File: config.mk
export PLATFORM = sky130hd
export DESIGN_NAME = fp16_result_collector_flat
export DESIGN_NICKNAME = d
export VERILOG_FILES = /design/src/rtl/fp16_result_collector_if.sv /design/src/rtl/fp16_result_collector.sv /design/src/flat_wrapper.sv
export SDC_FILE = /design/constraint.sdc
export NUM_CORES = 1
export LEC_CHECK = 0
export ABC_AREA = 1
export CAP_MARGIN = 15
export CORE_UTILIZATION = 55
export CTS_CLUSTER_SIZE = 14
export DETAILED_ROUTE_END_ITERATION = 12
export MAX_ROUTING_LAYER = met4
export PLACE_DENSITY = 0.89
export RECOVER_POWER = 100
export SYNTH_ARGS = -nofsm -noshare
export SYNTH_HDL_FRONTEND = slang
export SYNTH_SLANG_ARGS = --single-unit
File: constraint.sdc
create_clock -name CLK -period 6 [get_ports CLK]
set_input_delay 0.6 -clock CLK [delete_from_list [all_inputs] [get_ports CLK]]
set_output_delay 0.6 -clock CLK [all_outputs]
set_load 0.05 [all_outputs]
File: src/rtl/fp16_result_collector_if.sv
// ---------------------------------------------------------------------------
// fp16_result_collector_if
//   Handshake bundle between a MAC result producer, the fp16 result
//   collector and its downstream consumer.
//
//   Signals:
//     in_valid  - producer has an fp16 result on in_data
//     in_data   - fp16 result word, [16] sign, [15:11] exponent, [10:1] mantissa
//     in_ready  - collector accepts a word this cycle
//     out_valid - out_data/out_class hold the oldest stored entry
//     out_data  - oldest stored result
//     out_class - class of out_data: [4] NaN, [3] Inf, [2] zero, [1] subnormal
//     out_ready - consumer takes the entry this cycle
//     level     - number of stored entries
//
//   Modports:
//     slave  - the collector's view
//     master - the producer/consumer environment's view
// ---------------------------------------------------------------------------
interface fp16_result_collector_if #(
  parameter int bw    = 16,
  parameter int DEPTH = 4
);
  localparam int LW = $clog2(DEPTH) + 1;

  logic          in_valid;
  logic [bw:1]   in_data;
  logic          in_ready;
  logic          out_valid;
  logic [bw:1]   out_data;
  logic [4:1]    out_class;
  logic          out_ready;
  logic [LW:1]   level;

  modport slave (
    input  in_valid, in_data, out_ready,
    output in_ready, out_valid, out_data, out_class, level
  );

  modport master (
    output in_valid, in_data, out_ready,
    input  in_ready, out_valid, out_data, out_class, level
  );
endinterface

File: src/rtl/fp16_result_collector.sv
// ---------------------------------------------------------------------------
// fp16_result_collector
//   Small FIFO that collects fp16 results from a MAC, classifies each word at
//   push time (NaN / Inf / zero / subnormal / normal) and stores the class
//   alongside the word. Entries leave in push order. A status FSM tracks
//   EMPTY / PARTIAL / FULL and drives registered in_ready / out_valid, so
//   there is no combinational path from out_ready to in_ready.
//
//   Parameters:
//     bw    - word width, only the 16-bit fp16 layout is supported
//     DEPTH - number of entries, power of two, >= 2
//
//   Ports:
//     CLK     - rising-edge clock
//     RESETn  - asynchronous active-low reset
//     bus     - fp16_result_collector_if.slave handshake bundle
//     nan_cnt - saturating count of pushed NaNs (only with FP16_COLLECT_STATS_EN)
//
//   Optional feature macro: FP16_COLLECT_STATS_EN
// ---------------------------------------------------------------------------
module fp16_result_collector #(
  parameter int bw    = 16,
  parameter int DEPTH = 4
) (
  input  logic                          CLK,
  input  logic                          RESETn,
  fp16_result_collector_if.slave        bus
`ifdef FP16_COLLECT_STATS_EN
  ,
  output logic [8:1]                    nan_cnt
`endif
);

  localparam int AW = $clog2(DEPTH);
  localparam int LW = AW + 1;

  typedef enum logic [1:0] {
    ST_EMPTY   = 2'd0,
    ST_PARTIAL = 2'd1,
    ST_FULL    = 2'd2
  } state_e;

  typedef struct packed {
    logic [4:1]  cls;
    logic [bw:1] data;
  } entry_t;

  entry_t            mem_q [DEPTH];
  logic [AW-1:0]     wr_ptr_q;
  logic [AW-1:0]     rd_ptr_q;
  logic [LW-1:0]     level_q;
  logic [LW-1:0]     level_d;
  state_e            state_q;
  logic              in_ready_q;
  logic              out_valid_q;

  logic              push;
  logic              pop;
  logic [4:1]        in_cls;
  logic              exp_all_ones;
  logic              exp_zero;
  logic              man_zero;
  entry_t            rd_entry;

  // Handshakes qualified only by registered state.
  assign push = bus.in_valid & in_ready_q;
  assign pop  = out_valid_q & bus.out_ready;

  // Classification of the incoming word; the sign bit plays no part.
  assign exp_all_ones = (bus.in_data[15:11] == 5'h1F);
  assign exp_zero     = (bus.in_data[15:11] == 5'h00);
  assign man_zero     = (bus.in_data[10:1] == 10'h000);

  always_comb begin
    in_cls    = 4'b0000;
    in_cls[4] = exp_all_ones & ~man_zero;  // NaN
    in_cls[3] = exp_all_ones &  man_zero;  // Inf
    in_cls[2] = exp_zero     &  man_zero;  // zero
    in_cls[1] = exp_zero     & ~man_zero;  // subnormal
  end

  // NOTE: the storage array has no reset; nothing reads it while the FIFO is
  // empty, so clearing it would only add reset fan-out for no behaviour.
  always_ff @(posedge CLK) begin
    if (push) begin
      mem_q[wr_ptr_q] <= '{cls: in_cls, data: bus.in_data};
    end
  end

  // Pointers wrap naturally because DEPTH is a power of two.
  always_ff @(posedge CLK or negedge RESETn) begin
    if (!RESETn) begin
      wr_ptr_q <= '0;
      rd_ptr_q <= '0;
    end else begin
      if (push) wr_ptr_q <= wr_ptr_q + AW'(1);
      if (pop)  rd_ptr_q <= rd_ptr_q + AW'(1);
    end
  end

  // Simultaneous push and pop leaves the level unchanged.
  always_comb begin
    level_d = level_q;
    unique case ({push, pop})
      2'b10:   level_d = level_q + LW'(1);
      2'b01:   level_d = level_q - LW'(1);
      default: level_d = level_q;
    endcase
  end

  // NOTE: all sequential state uses non-blocking assignments so every
  // register samples the pre-edge values of its neighbours.
  always_ff @(posedge CLK or negedge RESETn) begin
    if (!RESETn) begin
      level_q <= '0;
    end else begin
      level_q <= level_d;
    end
  end

  // Status FSM with registered in_ready / out_valid.
  always_ff @(posedge CLK or negedge RESETn) begin
    if (!RESETn) begin
      state_q     <= ST_EMPTY;
      in_ready_q  <= 1'b1;
      out_valid_q <= 1'b0;
    end else begin
      unique case (state_q)
        ST_EMPTY: begin
          // Pop is impossible here; with DEPTH >= 2 one push cannot fill it.
          if (push) begin
            state_q     <= ST_PARTIAL;
            out_valid_q <= 1'b1;
          end
        end
        ST_PARTIAL: begin
          if (push && !pop && (level_q == LW'(DEPTH - 1))) begin
            state_q    <= ST_FULL;
            in_ready_q <= 1'b0;
          end else if (pop && !push && (level_q == LW'(1))) begin
            state_q     <= ST_EMPTY;
            out_valid_q <= 1'b0;
          end
        end
        ST_FULL: begin
          // in_ready is low, so only a pop can move us.
          if (pop) begin
            state_q    <= ST_PARTIAL;
            in_ready_q <= 1'b1;
          end
        end
        default: begin
          state_q     <= ST_EMPTY;
          in_ready_q  <= 1'b1;
          out_valid_q <= 1'b0;
        end
      endcase
    end
  end

`ifdef FP16_COLLECT_STATS_EN
  logic [8:1] nan_cnt_q;

  always_ff @(posedge CLK or negedge RESETn) begin
    if (!RESETn) begin
      nan_cnt_q <= '0;
    end else if (push && in_cls[4] && (nan_cnt_q != 8'hFF)) begin
      nan_cnt_q <= nan_cnt_q + 8'd1;
    end
  end

  assign nan_cnt = nan_cnt_q;
`endif

  // Head of queue is gated by out_valid so an empty FIFO shows zeros
  // instead of stale or never-written storage.
  assign rd_entry      = mem_q[rd_ptr_q];
  assign bus.out_data  = out_valid_q ? rd_entry.data : '0;
  assign bus.out_class = out_valid_q ? rd_entry.cls  : '0;
  assign bus.out_valid = out_valid_q;
  assign bus.in_ready  = in_ready_q;
  assign bus.level     = level_q;

endmodule

File: src/flat_wrapper.sv
// flat-port wrapper written by rule: the top's interface ports become plain ports
module fp16_result_collector_flat 
#(
  parameter int bw    = 16,
  parameter int DEPTH = 4
)
  (CLK, RESETn, bus_in_valid, bus_in_data, bus_out_ready, bus_in_ready, bus_out_valid, bus_out_data, bus_out_class, bus_level);
  fp16_result_collector_if #(.bw(bw), .DEPTH(DEPTH)) bus_i ();
  input  logic CLK;
  input  logic RESETn;
  input wire logic [$bits(bus_i.in_valid)-1:0] bus_in_valid;
  input wire logic [$bits(bus_i.in_data)-1:0] bus_in_data;
  input wire logic [$bits(bus_i.out_ready)-1:0] bus_out_ready;
  output wire logic [$bits(bus_i.in_ready)-1:0] bus_in_ready;
  output wire logic [$bits(bus_i.out_valid)-1:0] bus_out_valid;
  output wire logic [$bits(bus_i.out_data)-1:0] bus_out_data;
  output wire logic [$bits(bus_i.out_class)-1:0] bus_out_class;
  output wire logic [$bits(bus_i.level)-1:0] bus_level;
  assign bus_i.in_valid = bus_in_valid;
  assign bus_i.in_data = bus_in_data;
  assign bus_i.out_ready = bus_out_ready;
  assign bus_in_ready = bus_i.in_ready;
  assign bus_out_valid = bus_i.out_valid;
  assign bus_out_data = bus_i.out_data;
  assign bus_out_class = bus_i.out_class;
  assign bus_level = bus_i.level;
  fp16_result_collector #(.bw(bw), .DEPTH(DEPTH)) u_core (.CLK(CLK), .RESETn(RESETn), .bus(bus_i));
endmodule
* After elaboration in Yosys (flattened, before gate mapping) *
Memory sizes are Yosys's and may differ from the RTL's.
Index checks and enable logic that the tools add are counted.

storage, ports and cells
  register bits = 11
  bits in latches = 0
  RAM bits = 80
  ROM bits = 0
  output and inout port bits = 25
  logic and storage cells = 63
  memories kept = 1

operators by class
  $add $sub $neg = 4
  multipliers = 0
  divide/modulo/power cells = 0
  $lt $le $gt $ge = 0
  equal/unequal tests = 13
  shift operators = 0
  mux-type cells = 17
  bitwise operators = 9
  reduce and logical (&&, ||, !) cells = 13

memories
  memory        words  bits a word  rd ports  clocked after memory_dff  write ports  line                         source
  u_core.mem_q  4      20           1         0                         1            fp16_result_collector.sv:48  entry_t mem_q [DEPTH];

operator list
  operator             number
  $mux 16              1
  $logic_not 10->1     1
  $mux 2               4
  $ne 2x1->1 const B   4
  $mux 1               7
  $and 1x1->1          6
  $pmux 1 s3           2
  $pmux 2 s3           1
  $pmux 3 s2           1
  $reduce_and 3->1     2
  $eq 5x5->1 const B   1
  $logic_not 5->1      1
  $add 2x1->2 const B  2
  $eq 2x1->1 const B   2
  $eq 2x2->1 const B   2
  $logic_and 1x1->1    4
  $mux 4               1
  $reduce_and 4->1     1
  $add 3x1->3 const B  1
  $eq 3x1->1 const B   1
  $eq 3x2->1 const B   1
  $ne 3x1->1 const B   1
  $not 1->1            3
  $sub 3x1->3 const B  1
  4 further kinds      5

* Longest topological paths before layout *
Gate-level depths: netlist of the first run.

  depth in word-level cells = 7
  mapped depth = 8

* Worst setup path before layout of the first run *
No wires, ideal clock.

  path type = reg-to-output
  from = register u_core.out_valid_q, in the netlist u_core.bus.out_valid
  to = output port bus_out_class[0]
  data arrival time = 1.726 ns
  data required time = 5.400 ns
  slack = 3.674 ns
  stages on the path, launching flop included = 4
  buffers on the path = 1
  cell sequence = dfrtp_1 inv_1 clkbuf_1 a21oi_1

on the way
  cells in the longest elaborated chain, start to end = 1

RTL lines
  item                    line                          source
  from (decl)             fp16_result_collector.sv:55   logic out_valid_q;
  from (signal assigned)  fp16_result_collector.sv:126  out_valid_q <= 1'b0;
  from (signal assigned)  fp16_result_collector.sv:133  out_valid_q <= 1'b1;
  from (signal assigned)  fp16_result_collector.sv:142  out_valid_q <= 1'b0;
  $mux 4                  fp16_result_collector.sv:179  assign bus.out_class = out_valid_q ? rd_entry.cls : '0;
  to (decl)               flat_wrapper.sv:17            output wire logic [$bits(bus_i.out_class)-1:0] bus_out_class;

Every way passes these cells.

* Worst setup path after layout of the first run *
  from = register u_core.rd_ptr_q[0]
  to = output port bus_out_data[8]

on the way
  cells in the longest elaborated chain, start to end = 2

RTL lines
  item                    line                          source
  from (decl)             fp16_result_collector.sv:50   logic [AW-1:0] rd_ptr_q;
  from (signal assigned)  fp16_result_collector.sv:97   if (pop) rd_ptr_q <= rd_ptr_q + AW'(1);
  $mem_v2 4x20            n/a
  $mux 16                 fp16_result_collector.sv:178  assign bus.out_data = out_valid_q ? rd_entry.data : '0;
  to (decl)               flat_wrapper.sv:16            output wire logic [$bits(bus_i.out_data)-1:0] bus_out_data;

Every way passes these cells.

==> results of run 1 <==
==> synth_stat cells, drive strengths merged <==
cell / n / area [um^2]
ha: 10 / 125
clkbuf: 4 / 17.5
nand4: 2 / 12.5
a21oi: 22 / 110
dfrtp: 10 / 250
inv: 17 / 63.8
dfstp: 1 / 26.3
nand3b: 1 / 7.51
nor3: 1 / 5.00
o21ai: 46 / 230
xor2: 2 / 17.5
nor2: 99 / 372
nand3: 8 / 40.0
xnor2: 2 / 17.5
and2: 1 / 6.26
buf: 11 / 88.8
edfxtp: 80 / 2400
nand2: 16 / 62.6
o21bai: 1 / 7.51
==> stage by stage <==
stage / std cells / worst slack (ps) / hold WS, ps
3_3_place_gp: 463 / 2520 / 488
5_1_grt: 480 / 1690 / 536
4_1_cts: 479 / 1990 / 508
3_5_place_dp: 463 / 2380 / 498
6_report: 480 / 1930 / 500
2_1_floorplan: 334 / 3670 / 304
==> sequential cells by signal (all words and copies together), names as in the netlist <==
| name | cells |
|---|---|
| u_core.rd_ptr_q | 2 |
| u_core.bus.out_valid | 1 |
| u_core.bus.level | 3 |
| u_core.mem_q | 80 |
| u_core.bus.in_ready | 1 |
| u_core.state_q | 2 |
| u_core.wr_ptr_q | 2 |
==> how the worst min path moves through the flow <==
stage                   startpoint             endpoint  slack, ps  depth (start not counted)
2_1_floorplan               RESETn  u_core.bus.level[1]        300                          0
5_1_grt          u_core.state_q[0]    u_core.state_q[0]        540                          1
3_5_place_dp     u_core.state_q[0]    u_core.state_q[0]        500                          1
4_1_cts          u_core.state_q[0]    u_core.state_q[0]        510                          1
3_3_place_gp     u_core.state_q[0]    u_core.state_q[0]        490                          1
6_report       u_core.bus.in_ready  u_core.bus.in_ready        500                          2
==> layer usage <==
layer | part of all wire [%] | vias up
li1 | - | 1234
met1 | 38 | 1216
met2 | 52 | 125
met3 | 6.9 | 21
met4 | 2.7 | 0
met5 | 0 | -
==> cell type report <==
type	count	area, um^2	area share, %
Inverter	17	63.8	1.42
Timing Repair Buffer	49	470	10.4
Sequential cell	91	2680	59.4
Multi-Input combinational cell	211	1010	22.4
Clock buffer	13	149	3.30
Tap cell	96	120	2.66
Clock inverter	3	15.0	0.333
==> power breakdown <==
group          leakage, nW  switching [mW]  internal [mW]
logic                0.725           0.658          0.286
registers            0.860          0.0978          0.819
clock network       0.0872           0.194          0.160
total                 1.67           0.951           1.27
==> worst register-to-register path, stage by stage (launching register included) <==
cell and delay [ps]:
dfrtp_1 900, inv_1 800, nor2_1 380, xor2_1 100
==> logic make-up (layout without fill, tap and decap cells) <==
| kind of cell | count (synthesis) | after routing | synth area share [%] |
|---|---|---|---|
| buffers and inverters | 32 | 82 | 4.41 |
| AOI/OAI and AO/OA | 69 | 69 | 9.01 |
| DFF | 91 | 91 | 69.4 |
| adders and majority gates | 10 | 10 | 3.24 |
| xor gates and xnor gates | 4 | 4 | 0.907 |
| and+or+nand+nor | 128 | 128 | 13.1 |
==> impl_metrics.ini, run 1 <==
[status]
status = complete, no violations

[floorplan]
die-height_um = 85.8
coreArea_mm2 = 0.00679
ios = 45
rows = 30
initial_core_util_pct = 56.9
die_w_um = 85.8
fp.dieArea_mm2 = 0.00736

[setup_path]
max_stage_delay_ps = 1050
ff2ff_path_depth = 3
cp_num_cells = 4
ff2ff_setup_slack_ps = 3670
crit_family = buffers and inverters
crit_slowest_cell = inv_1
rr_startpoint = u_core.rd_ptr_q[0]
crit_arrival_ps = 3470
crit_start = u_core.rd_ptr_q[0]
crit_type = register to output port
endpoint = bus_out_data[8]
cp_max_fo = 41
cp_cell_sequence = inv_1 -> o21ai_1 -> a21oi_1 -> dlygate4sd3_1
r2r-end = u_core.rd_ptr_q[1]
end_kind = output port
crit_required_ps = 5400
crit_buf_inv = 2
startpoint_type = register

[clock_tree]
clockBufferDepth = 2
cts_max_level = 3
post_cts_resized = 0
cts-root-buf = clkbuf_8
numCtsBuffers = 9
post-cts-setup-buffers = 0
cts_tree = built
cts_hold_buffers = 0
cts.clk_slew.worst_paths_ps = 80
worstSkewPairLatency_ps = 360
cts_sinks = 91

[min_path]
holdCritPathClass = register to register

[place]
port_buffers = 44
place_hpwl_mm = 4.62
place_congestion = 0.815
place_area_mm2 = 0.00435

[synth]
syn_inst = 334
synthesis.area_mm2 = 0.00386
synth_nets = 364
ys_ff_latch = 91
synth_cell_types = 25
yosysSeqAreaShare_pct = 69.4
avgSynthCellArea_um2 = 11.6
yosys_warnings = 0

[drt]
routed_wirelength_mm = 7.45
antenna_left = 0
via_per_inst = 5.41
drt-wirelength-per-cell_um = 15.5
dr.pass1.iters = 4
first_iter_violations = 261
dr_total_vias = 2596
drc = 0

[grt]
use_met1_pct = 25.8
top_usage_layer = met2
grt_use_met2_pct = 37.7
use_met3_pct = 4.33
antenna_found_initial = 0
globalRoute.totalOverflow = 0
grt_pass1_wl_mm = 11.8
grt_usage_pct = 22.7
grt_max_degree = 43
grt_pass1_vias = 2546

[sta]
layout_min_cycle_time_ps = 4070
tightest_slew_ps = 1230
max_freq_ghz = 0.246
rsz0062_at_grt = false
setup_viol = 0
tns_ps = 0
hold_viol_final = 0
drv_slew = 0
clock_skew_ps = 13.0
fin_crit_sh_pct = 67.8
slew_headroom_pct = 18.0

[finish]
areaGrowthSynthToFinish_pct = 16.7
final_nets = 409
antenna_cells = 0
final_cell_mix = nor2_1 (99), edfxtp_1 (80), dlygate4sd3_1 (43), o21ai_1 (39), a21oi_1 (22)
fin_area_mm2 = 0.00451
fill_cells = 468
fin_util_pct = 66.4
drive_gt1_share_pct = 4.17
final_common_cell = nor2_1

[flow_run]
maxCapViolCount = 0

[power_and_ir_drop]
p_per_area_mw_per_mm2 = 492
p_leak_nw = 1.67
ir_worst_vdd_mv = 0.303
total_power_mw = 2.22
Power figures use the tool's default switching activity.
==> run 2, diff against run 1 <==
Settings changed: CORE_UTILIZATION 55 to 50, PLACE_DENSITY 0.89 to 0.85.
Clock period 6 ns to 3.5 ns, I/O delays scaled along.
==> run 2 against run 1 <==
Compared with the run above:
- register-to-register slack got worse by 2400 ps
- critical path depth is the same
- clock skew decreased by 6.9 ps
- sequential share of layout area shrank 0.30 points
- final area increased by 0.50%
==> impl_metrics.ini, run 2 (same netlist as run 1, synthesis figures left out) <==
[sta]
drv_slew = 0
setup_viol = 0
fin_crit_sh_pct = 85.6
tightest_slew_ps = 1320
hold_viol_final = 0
max_freq_ghz = 0.334
slew_headroom_pct = 11.9
layout_min_cycle_time_ps = 2990
clock_skew_ps = 6.05
rsz0062_at_grt = false
tns_ps = 0

[clock_tree]
cts_hold_buffers = 0
cts_max_level = 3
cts_sinks = 91
worstSkewPairLatency_ps = 360
cts-root-buf = clkbuf_8
post_cts_resized = 0
numCtsBuffers = 9
cts.clk_slew.worst_paths_ps = 80
clockBufferDepth = 2
post-cts-setup-buffers = 0
cts_tree = built

[grt]
grt_max_degree = 42
antenna_found_initial = 0
grt_pass1_wl_mm = 12.4
globalRoute.totalOverflow = 0
grt_pass1_vias = 2549
grt_usage_pct = 20.7

[finish]
multiInputGateArea_mm2 = 0.00101
final_cell_mix = nor2_1 (99), edfxtp_1 (80), dlygate4sd3_1 (42), o21ai_1 (39), a21oi_1 (22)
areaGrowthSynthToFinish_pct = 17.3
largest_reg_flops = 80
drive_gt1_share_pct = 4.43
final_nets = 410
antenna_cells = 0
top_register = u_core.mem_q
fill_cells = 567
seqCellArea_mm2 = 0.00268
final_common_cell = nor2_1

[setup_path]
crit_type = register to output port
crit_required_ps = 3150
crit_start = u_core.rd_ptr_q[0]
rr_startpoint = u_core.bus.in_ready
crit_arrival_ps = 2640
cp_max_fo = 41
end_kind = output port
startpoint_type = register

[flow_run]
maxCapViolCount = 0

[floorplan]
ios = 45
die_w_um = 89.9
initial_core_util_pct = 52.4
coreArea_mm2 = 0.00737
rows = 31
fp.dieArea_mm2 = 0.00808
die-height_um = 89.9

[power_and_ir_drop]
swShare_pct = 42.8
combPwrFrac_pct = 43.8
p_leak_nw = 1.67
pwr-share-seq_pct = 38.8
p_per_area_mw_per_mm2 = 854
power.internal_mw = 2.22
ir_worst_vdd_mv = 0.366
p_sw_mw = 1.66
clockPowerShare_pct = 17.4
total_power_mw = 3.87

[drt]
antenna_left = 0
routed_wirelength_mm = 7.68
dr.pass1.iters = 5
first_iter_violations = 186
drc = 0
via_per_inst = 5.42
drt-wirelength-per-cell_um = 15.9
dr_total_vias = 2620

[place]
port_buffers = 44
place_hpwl_mm = 4.58
place_congestion = 0.799

[status]
status = complete, no violations

[min_path]
holdCritPathClass = input pin to asynchronous set/reset pin
run 2: per-layer routing:
layer	track usage, %	up-vias	wire [um]
met4	10.9	0	153
met1	25.9	1254	3210
met5	-	-	0
li1	-	1238	-
met3	3.30	17	478
met2	32.8	111	3830
run 2: metrics by stage:
step           util, %  hold slack, ps  instance area (um^2)  instances  worst slack, ps
3_3_place_gp      59.2             479                  4370        468              992
2_1_floorplan        -            54.4                  3860        334             1360
5_1_grt           61.5             440                  4530        483              383
3_5_place_dp      59.2             493                  4370        468              954
4_1_cts           61.7             333                  4550        483              554
6_report          61.5             395                  4530        483              505
run 2: cell type report:
| type | instances | area share (%) |
|---|---|---|
| clock inverters | 5 | 1.22 |
| inverters | 17 | 1.41 |
| multi-input cells | 211 | 22.3 |
| flip-flops and latches | 91 | 59.1 |
| well taps | 99 | 2.73 |
| clock buffers | 10 | 2.82 |
| repair buffers | 50 | 10.4 |
run 2: power by group through the flow:
stage	combinational, mW	clock [mW]	sequential [mW]
final	1.69	0.674	1.50
after global routing	1.86	0.716	1.52
after CTS	1.76	0.681	1.50
after detailed placement	1.75	0	1.52
after global placement	1.71	0	1.51
after floorplan	1.22	0	1.59
run 2: path summary, 6_finish.rpt:
| check | endpoint | slack (ps) | cells after the start |
|---|---|---|---|
| min in group CLK | u_core.bus.in_ready | 510 | 2 |
| worst min-delay path | u_core.bus.level[3] | 390 | 1 |
| worst max-delay path | bus_out_data[6] | 510 | 4 |
| worst max register to register | u_core.mem_q[1][16] | 1230 | 3 |
| max in group asynchronous | u_core.bus.in_ready | 2740 | 1 |
| worst min register to register | u_core.bus.in_ready | 510 | 2 |
run 2: critical path, cell delays in order (launching register included):
cell and delay (ps):
dfrtp_1 400, inv_2 530, o21ai_0 210, a21oi_1 220, dlygate4sd3_1 900
